## src/rtl/scsp_eg.sv

```systemverilog
// Time-multiplexed SCSP envelope generator: per-slot EVOL/state read-modify-write
// on each slot strobe, with rate scaling, key events and EG monitor readback.
module scsp_eg #(
  parameter int SLOTS  = 32,
  parameter int EVOL_W = 10,
  parameter int CNT_W  = 12
) (
  input  logic              CLK,
  input  logic              RST,
  input  logic              CE,
  input  logic [4:0]        SLOT,
  input  logic              KON,
  input  logic              KOFF,
  input  logic [4:0]        AR,
  input  logic [4:0]        D1R,
  input  logic [4:0]        D2R,
  input  logic [4:0]        RR,
  input  logic [4:0]        DL,
  input  logic [3:0]        KRS,
  input  logic [3:0]        OCT,
  input  logic              FNS9,
  input  logic              EGHOLD,
  input  logic              LPSLNK,
  input  logic              LOOP_START,
  input  logic [4:0]        MSLC,
  output logic [EVOL_W-1:0] EVOL_OUT,
  output logic [1:0]        ST_OUT,
  output logic [4:0]        SLOT_OUT,
  output logic              OUT_VALID,
  output logic [4:0]        MON_EG
);

  typedef enum logic [1:0] {
    ST_ATTACK  = 2'd0,
    ST_DECAY1  = 2'd1,
    ST_DECAY2  = 2'd2,
    ST_RELEASE = 2'd3
  } eg_state_t;

  localparam logic [EVOL_W-1:0] EVOL_MAX = {EVOL_W{1'b1}};

  // Rate scaling into the 6-bit effective rate; T is signed 8-bit, so bit 7 means negative.
  function automatic logic [5:0] eff_rate(input logic [4:0] r, input logic [3:0] krs,
                                          input logic fns9, input logic [3:0] oct);
    logic [7:0] t;
    if (r == 5'd0) begin
      t = 8'd0;
    end else if (krs == 4'hF) begin
      t = {2'b00, r, 1'b0};
    end else begin
      t = {4'h0, krs} + {7'h00, fns9} + {2'b00, r, 1'b0} + {4'h0, oct ^ 4'h8} - 8'd8;
    end
    if (t[7]) begin
      eff_rate = 6'd0;
    end else if (t >= 8'h3C) begin
      eff_rate = 6'h3C;
    end else begin
      eff_rate = t[5:0];
    end
  endfunction

  eg_state_t         st_r   [SLOTS];
  logic [EVOL_W-1:0] evol_r [SLOTS];
  logic [CNT_W-1:0]  cnt_r;

  eg_state_t         cur_st_s, nxt_st_s;
  logic [EVOL_W-1:0] cur_evol_s, nxt_evol_s, up_sat_s, dn_sat_s, out_evol_s;
  logic [EVOL_W:0]   up_s;
  logic [4:0]        rate_s, inc_s;
  logic [5:0]        e_s;
  logic [CNT_W-1:0]  mask_s;
  logic              step_s;

  // Next-state, step and output value for the slot being visited.
  always_comb begin
    cur_st_s   = st_r[SLOT];
    cur_evol_s = evol_r[SLOT];
    rate_s     = 5'd0;
    step_s     = 1'b0;
    inc_s      = 5'd0;
    mask_s     = {CNT_W{1'b0}};
    nxt_st_s   = cur_st_s;
    nxt_evol_s = cur_evol_s;

    if (KOFF && !KON) begin
      rate_s = RR;
    end else begin
      case (cur_st_s)
        ST_ATTACK:  rate_s = AR;
        ST_DECAY1:  rate_s = D1R;
        ST_DECAY2:  rate_s = D2R;
        ST_RELEASE: rate_s = RR;
        default:    rate_s = 5'd0;
      endcase
    end
    e_s = eff_rate(rate_s, KRS, FNS9, OCT);

    // Slow rates gate on low counter bits; fast rates step every sample with a larger increment.
    if (e_s == 6'd0) begin
      step_s = 1'b0;
    end else if (e_s < 6'h30) begin
      mask_s = (CNT_W'(1) << (4'd11 - e_s[5:2])) - CNT_W'(1);
      step_s = ((cnt_r & mask_s) == {CNT_W{1'b0}});
      inc_s  = 5'd1;
    end else begin
      step_s = 1'b1;
      inc_s  = 5'd1 << (e_s[5:2] - 4'd11);
    end

    up_s     = {1'b0, cur_evol_s} + {{(EVOL_W-6){1'b0}}, inc_s, 2'b00};
    up_sat_s = up_s[EVOL_W] ? EVOL_MAX : up_s[EVOL_W-1:0];
    if (cur_evol_s < {{(EVOL_W-5){1'b0}}, inc_s}) begin
      dn_sat_s = {EVOL_W{1'b0}};
    end else begin
      dn_sat_s = cur_evol_s - {{(EVOL_W-5){1'b0}}, inc_s};
    end

    if (KON) begin
      nxt_st_s   = ST_ATTACK;
      nxt_evol_s = {EVOL_W{1'b0}};
    end else if (KOFF) begin
      nxt_st_s   = ST_RELEASE;
      nxt_evol_s = step_s ? dn_sat_s : cur_evol_s;
    end else begin
      case (cur_st_s)
        ST_ATTACK: begin
          nxt_evol_s = step_s ? up_sat_s : cur_evol_s;
          if ((nxt_evol_s == EVOL_MAX) || (LPSLNK && LOOP_START)) begin
            nxt_st_s = ST_DECAY1;
          end else begin
            nxt_st_s = ST_ATTACK;
          end
        end
        ST_DECAY1: begin
          nxt_evol_s = step_s ? dn_sat_s : cur_evol_s;
          if (cur_evol_s[EVOL_W-1:EVOL_W-5] <= ~DL) begin
            nxt_st_s = ST_DECAY2;
          end else begin
            nxt_st_s = ST_DECAY1;
          end
        end
        ST_DECAY2, ST_RELEASE: begin
          nxt_evol_s = step_s ? dn_sat_s : cur_evol_s;
          nxt_st_s   = cur_st_s;
        end
        default: begin
          nxt_evol_s = cur_evol_s;
          nxt_st_s   = cur_st_s;
        end
      endcase
    end

    if ((nxt_st_s == ST_ATTACK) && EGHOLD) begin
      out_evol_s = EVOL_MAX;
    end else begin
      out_evol_s = nxt_evol_s;
    end
  end

  // Slot state array and sample counter write-back.
  always_ff @(posedge CLK or posedge RST) begin
    if (RST) begin
      for (int i = 0; i < SLOTS; i++) begin
        st_r[i]   <= ST_RELEASE;
        evol_r[i] <= {EVOL_W{1'b0}};
      end
      cnt_r <= {CNT_W{1'b0}};
    end else if (CE) begin
      st_r[SLOT]   <= nxt_st_s;
      evol_r[SLOT] <= nxt_evol_s;
      if (SLOT == 5'(SLOTS - 1)) begin
        cnt_r <= cnt_r + CNT_W'(1);
      end
    end
  end

  // Registered per-visit outputs and one-cycle valid pulse.
  always_ff @(posedge CLK or posedge RST) begin
    if (RST) begin
      EVOL_OUT  <= {EVOL_W{1'b0}};
      ST_OUT    <= 2'd0;
      SLOT_OUT  <= 5'd0;
      OUT_VALID <= 1'b0;
    end else begin
      OUT_VALID <= CE;
      if (CE) begin
        EVOL_OUT <= out_evol_s;
        ST_OUT   <= nxt_st_s;
        SLOT_OUT <= SLOT;
      end
    end
  end

  assign MON_EG = evol_r[MSLC][EVOL_W-1:EVOL_W-5];

endmodule

```

## config.mk

```make
export PLATFORM = sky130hd
export DESIGN_NAME = scsp_eg
export DESIGN_NICKNAME = d
export VERILOG_FILES = /design/src/rtl/scsp_eg.sv
export SDC_FILE = /design/constraint.sdc
export NUM_CORES = 1
export LEC_CHECK = 0
export ABC_AREA = 1
export BUFFER_PORTS_ARGS = -buffer_cell sky130_fd_sc_hd__buf_2
export CAP_MARGIN = 20
export CORE_MARGIN = 2
export CORE_UTILIZATION = 60
export DETAILED_ROUTE_END_ITERATION = 6
export PLACE_DENSITY_LB_ADDON = 0.25
export SYNTH_ARGS = -nofsm -noshare
export SYNTH_HDL_FRONTEND = slang
export SYNTH_SLANG_ARGS = --single-unit
```

## constraint.sdc

```tcl
create_clock -name CLK -period 24.5 [get_ports CLK]
set_input_delay 4.9 -clock CLK [delete_from_list [all_inputs] [get_ports CLK]]
set_output_delay 4.9 -clock CLK [all_outputs]
set_load 0.01 [all_outputs]
```

==> out/metrics.cfg <==
[synth]
post_synth_fa_ha_maj_area_fraction_pct=2.44
synth-xor-area-share_pct=0.632
ys_seq_elements=414
syn-num-nets=2965
ys_async_sr_fraction_pct=100
synth_area_um2=22200
ys_seq_area_share_pct=47.1
avgSynthCellArea_um2=7.72
synth_top_family_by_area=simple AND/OR/NAND/NOR gates
yosys_warnings=0
synth_compound_area_share_pct=18.1
synth_cells=2874
synth-main-ff-cell=dfrtp_1
synth_edf_count=0
yosys.area_share.simple_pct=25.0
synth_mux_area_share_pct=0
ys_types=49

[floorplan]
core_um2=36500
die-area_um2=38500
initial_core_util_pct=60.7
chipWidth_um=196
rows=70
io_pins=75
die_h_um=196

[critical_path]
cp_slowest_cell=inv_1
worstPathMaxFanout=52
cpLargestDelayFamily=simple AND/OR/NAND/NOR gates
crit_buf_inv=12
worstSetupStartpointType=primary input
worstPathRequired_ns=24.90
cpMostUsedCell=nor2_1
crit_arrival_ns=14.50
crit_type=in2reg
slowest_delay_ns=0.78
cp-end-kind=flop

[pwr]
p_leak_uw=0.0109
power_density_nw_per_um2=90.1
ir_drop_mv=0.0525

[timing]
finalHoldViolCount=0
rsz0062_at_grt=no
hold_slack_ns=0.471
setup_ws_ns=10.40
setup_viol=0
min_period_over_period_pct=57.6
drv_slew=0
maxSlewHeadroom_pct=20.7
fin_tns_setup_ns=0
period_minus_slack_ns=14.10
max_freq_mhz=70.9
tightest_slew_ns=1.18
skew_ns=0.0249

[detailed_routing]
wl_per_cell_um=21.2
route.detailed.drc=2
vias=21155
postRouteAntennaNets=0
drtIter0Drc=2519
vias_per_cell=6.35
drt_wl_total_mm=70.5
first_pass_iters=7

[grt]
overflow=0
track_usage_pct=37.0
grt_antenna_before_repair=1
grt_max_degree=124
grt_first_pass_wirelength_mm=111
grt_pass1_vias=20088

[clocking]
h-tree-depth=2
cts.sinks=414
cts_hold_buffers=0
clock_path_buffers=3
clk_latency_ns=0.59
worst_setup_hold_path_clk_slew_ns=0.06
cts_resized=0
cts_tree=done
cts_made_buffers=45
cts-root-buf=clkbuf_16
post_cts_buffers=0

[cells_and_area]
diodes=0
layout_common_cells=800 x nand2_1, 350 x dfrtp_1, 335 x o21ai_0, 199 x nor2_1, 161 x inv_1
seq_area_um2=10400
mostFrequentLayoutCell=nand2_1
n_fill_cell=3069
area_growth_syn_to_layout_pct=8.58
final_nets=2918
drive_above_1_share_pct=10.4
multi_input_area_um2=10300

[place]
post-place-ws_ns=9.91
routabilityCongestion=0.948
numPortBuffers=74
dp.final_hpwl_mm=43.4

[job]
drv_cap=0

[status]
violations=design-rule violations
status=finished, violations left

[min_path]
hold_path_class=reg2reg

## sequential cells by signal, summed over array words and instances (netlist names)
register / flops
evol_r: 320
st_r: 64
cnt_r: 12
EVOL_OUT: 10
SLOT_OUT: 5
ST_OUT: 2
OUT_VALID: 1
## cell families after synthesis
kind of cell / after synthesis
AND/OR/NAND/NOR: 1321
AO/OA/AOI/OAI: 708
flip-flops: 414
buffers and inverters: 376
adder cells (fa/ha/maj): 39
XOR/XNOR: 16
## worst min-delay path: cells and delay by family (launching register included)
| family | cells | cell delay [ns] |
|---|---|---|
| flops | 1 | 0.37 |
| simple gates | 2 | 0.10 |
## synthesized netlist by cell type (all sizes together) (4+ instances only)
cell / instances / area, um^2
or2: 25 / 156
buf: 45 / 263
o221ai: 32 / 280
clkbuf: 157 / 589
nand4: 12 / 81.3
ha: 32 / 400
xnor2: 4 / 35.0
dfrtp: 350 / 8760
xor2: 12 / 105
a31oi: 53 / 332
a21oi: 37 / 185
nand3: 128 / 678
o22ai: 55 / 344
fa: 7 / 140
dfstp: 64 / 1680
nor3: 112 / 561
inv: 169 / 634
nand2: 808 / 3070
a32oi: 6 / 52.6
and2: 6 / 37.5
a22oi: 48 / 360
nor4: 11 / 68.8
nor2: 214 / 853
clkinv: 5 / 18.8
o21ai: 464 / 2330
## cell type report
type | count | share of cell area, %
Clock inverter | 7 | 0.587
Inverter | 174 | 2.74
Clock buffer | 75 | 5.49
Sequential cell | 414 | 43.4
Multi-Input combinational cell | 2084 | 42.6
Tap cell | 468 | 2.43
Timing Repair Buffer | 108 | 2.78
## per-stage QoR
step	total power, uW	cell area [um^2]	utilization (%)	std cells
final	2170	24100	65.9	3330
after global routing	2280	24100	65.9	3330
after CTS	2150	24000	65.7	3326
after detailed placement	1470	22500	61.7	3244
after global placement	1450	22500	61.7	3242
after floorplan	1310	22200	-	2874
## power breakdown
part	switching (uW)	internal, uW
Clock	282	409
Combinational	400	191
Sequential	75.4	813
## per-layer routing
metal	part of all wire, %	vias up	track usage, %
met5	0.013	-	0
met4	4.3	2	16.1
li1	-	9549	-
met2	44	1335	57.3
met3	12	228	8.11
met1	40	10041	50.4
## path summary, 6_finish.rpt
kind                            startpoint          end  slack [ns]  cells past startpoint
worst max-delay path               SLOT[0]   evol_r[45]       10.40                     52
worst min-delay path              st_r[22]     st_r[22]        0.47                      2
worst max register to register     st_r[1]   evol_r[45]       15.63                     48
worst min register to register    st_r[22]     st_r[22]        0.47                      2
max in group asynchronous              RST     st_r[20]       17.92                      5
min in group asynchronous              RST  evol_r[278]        4.50                      2
No activity file was read; power rests on OpenSTA's default activity.
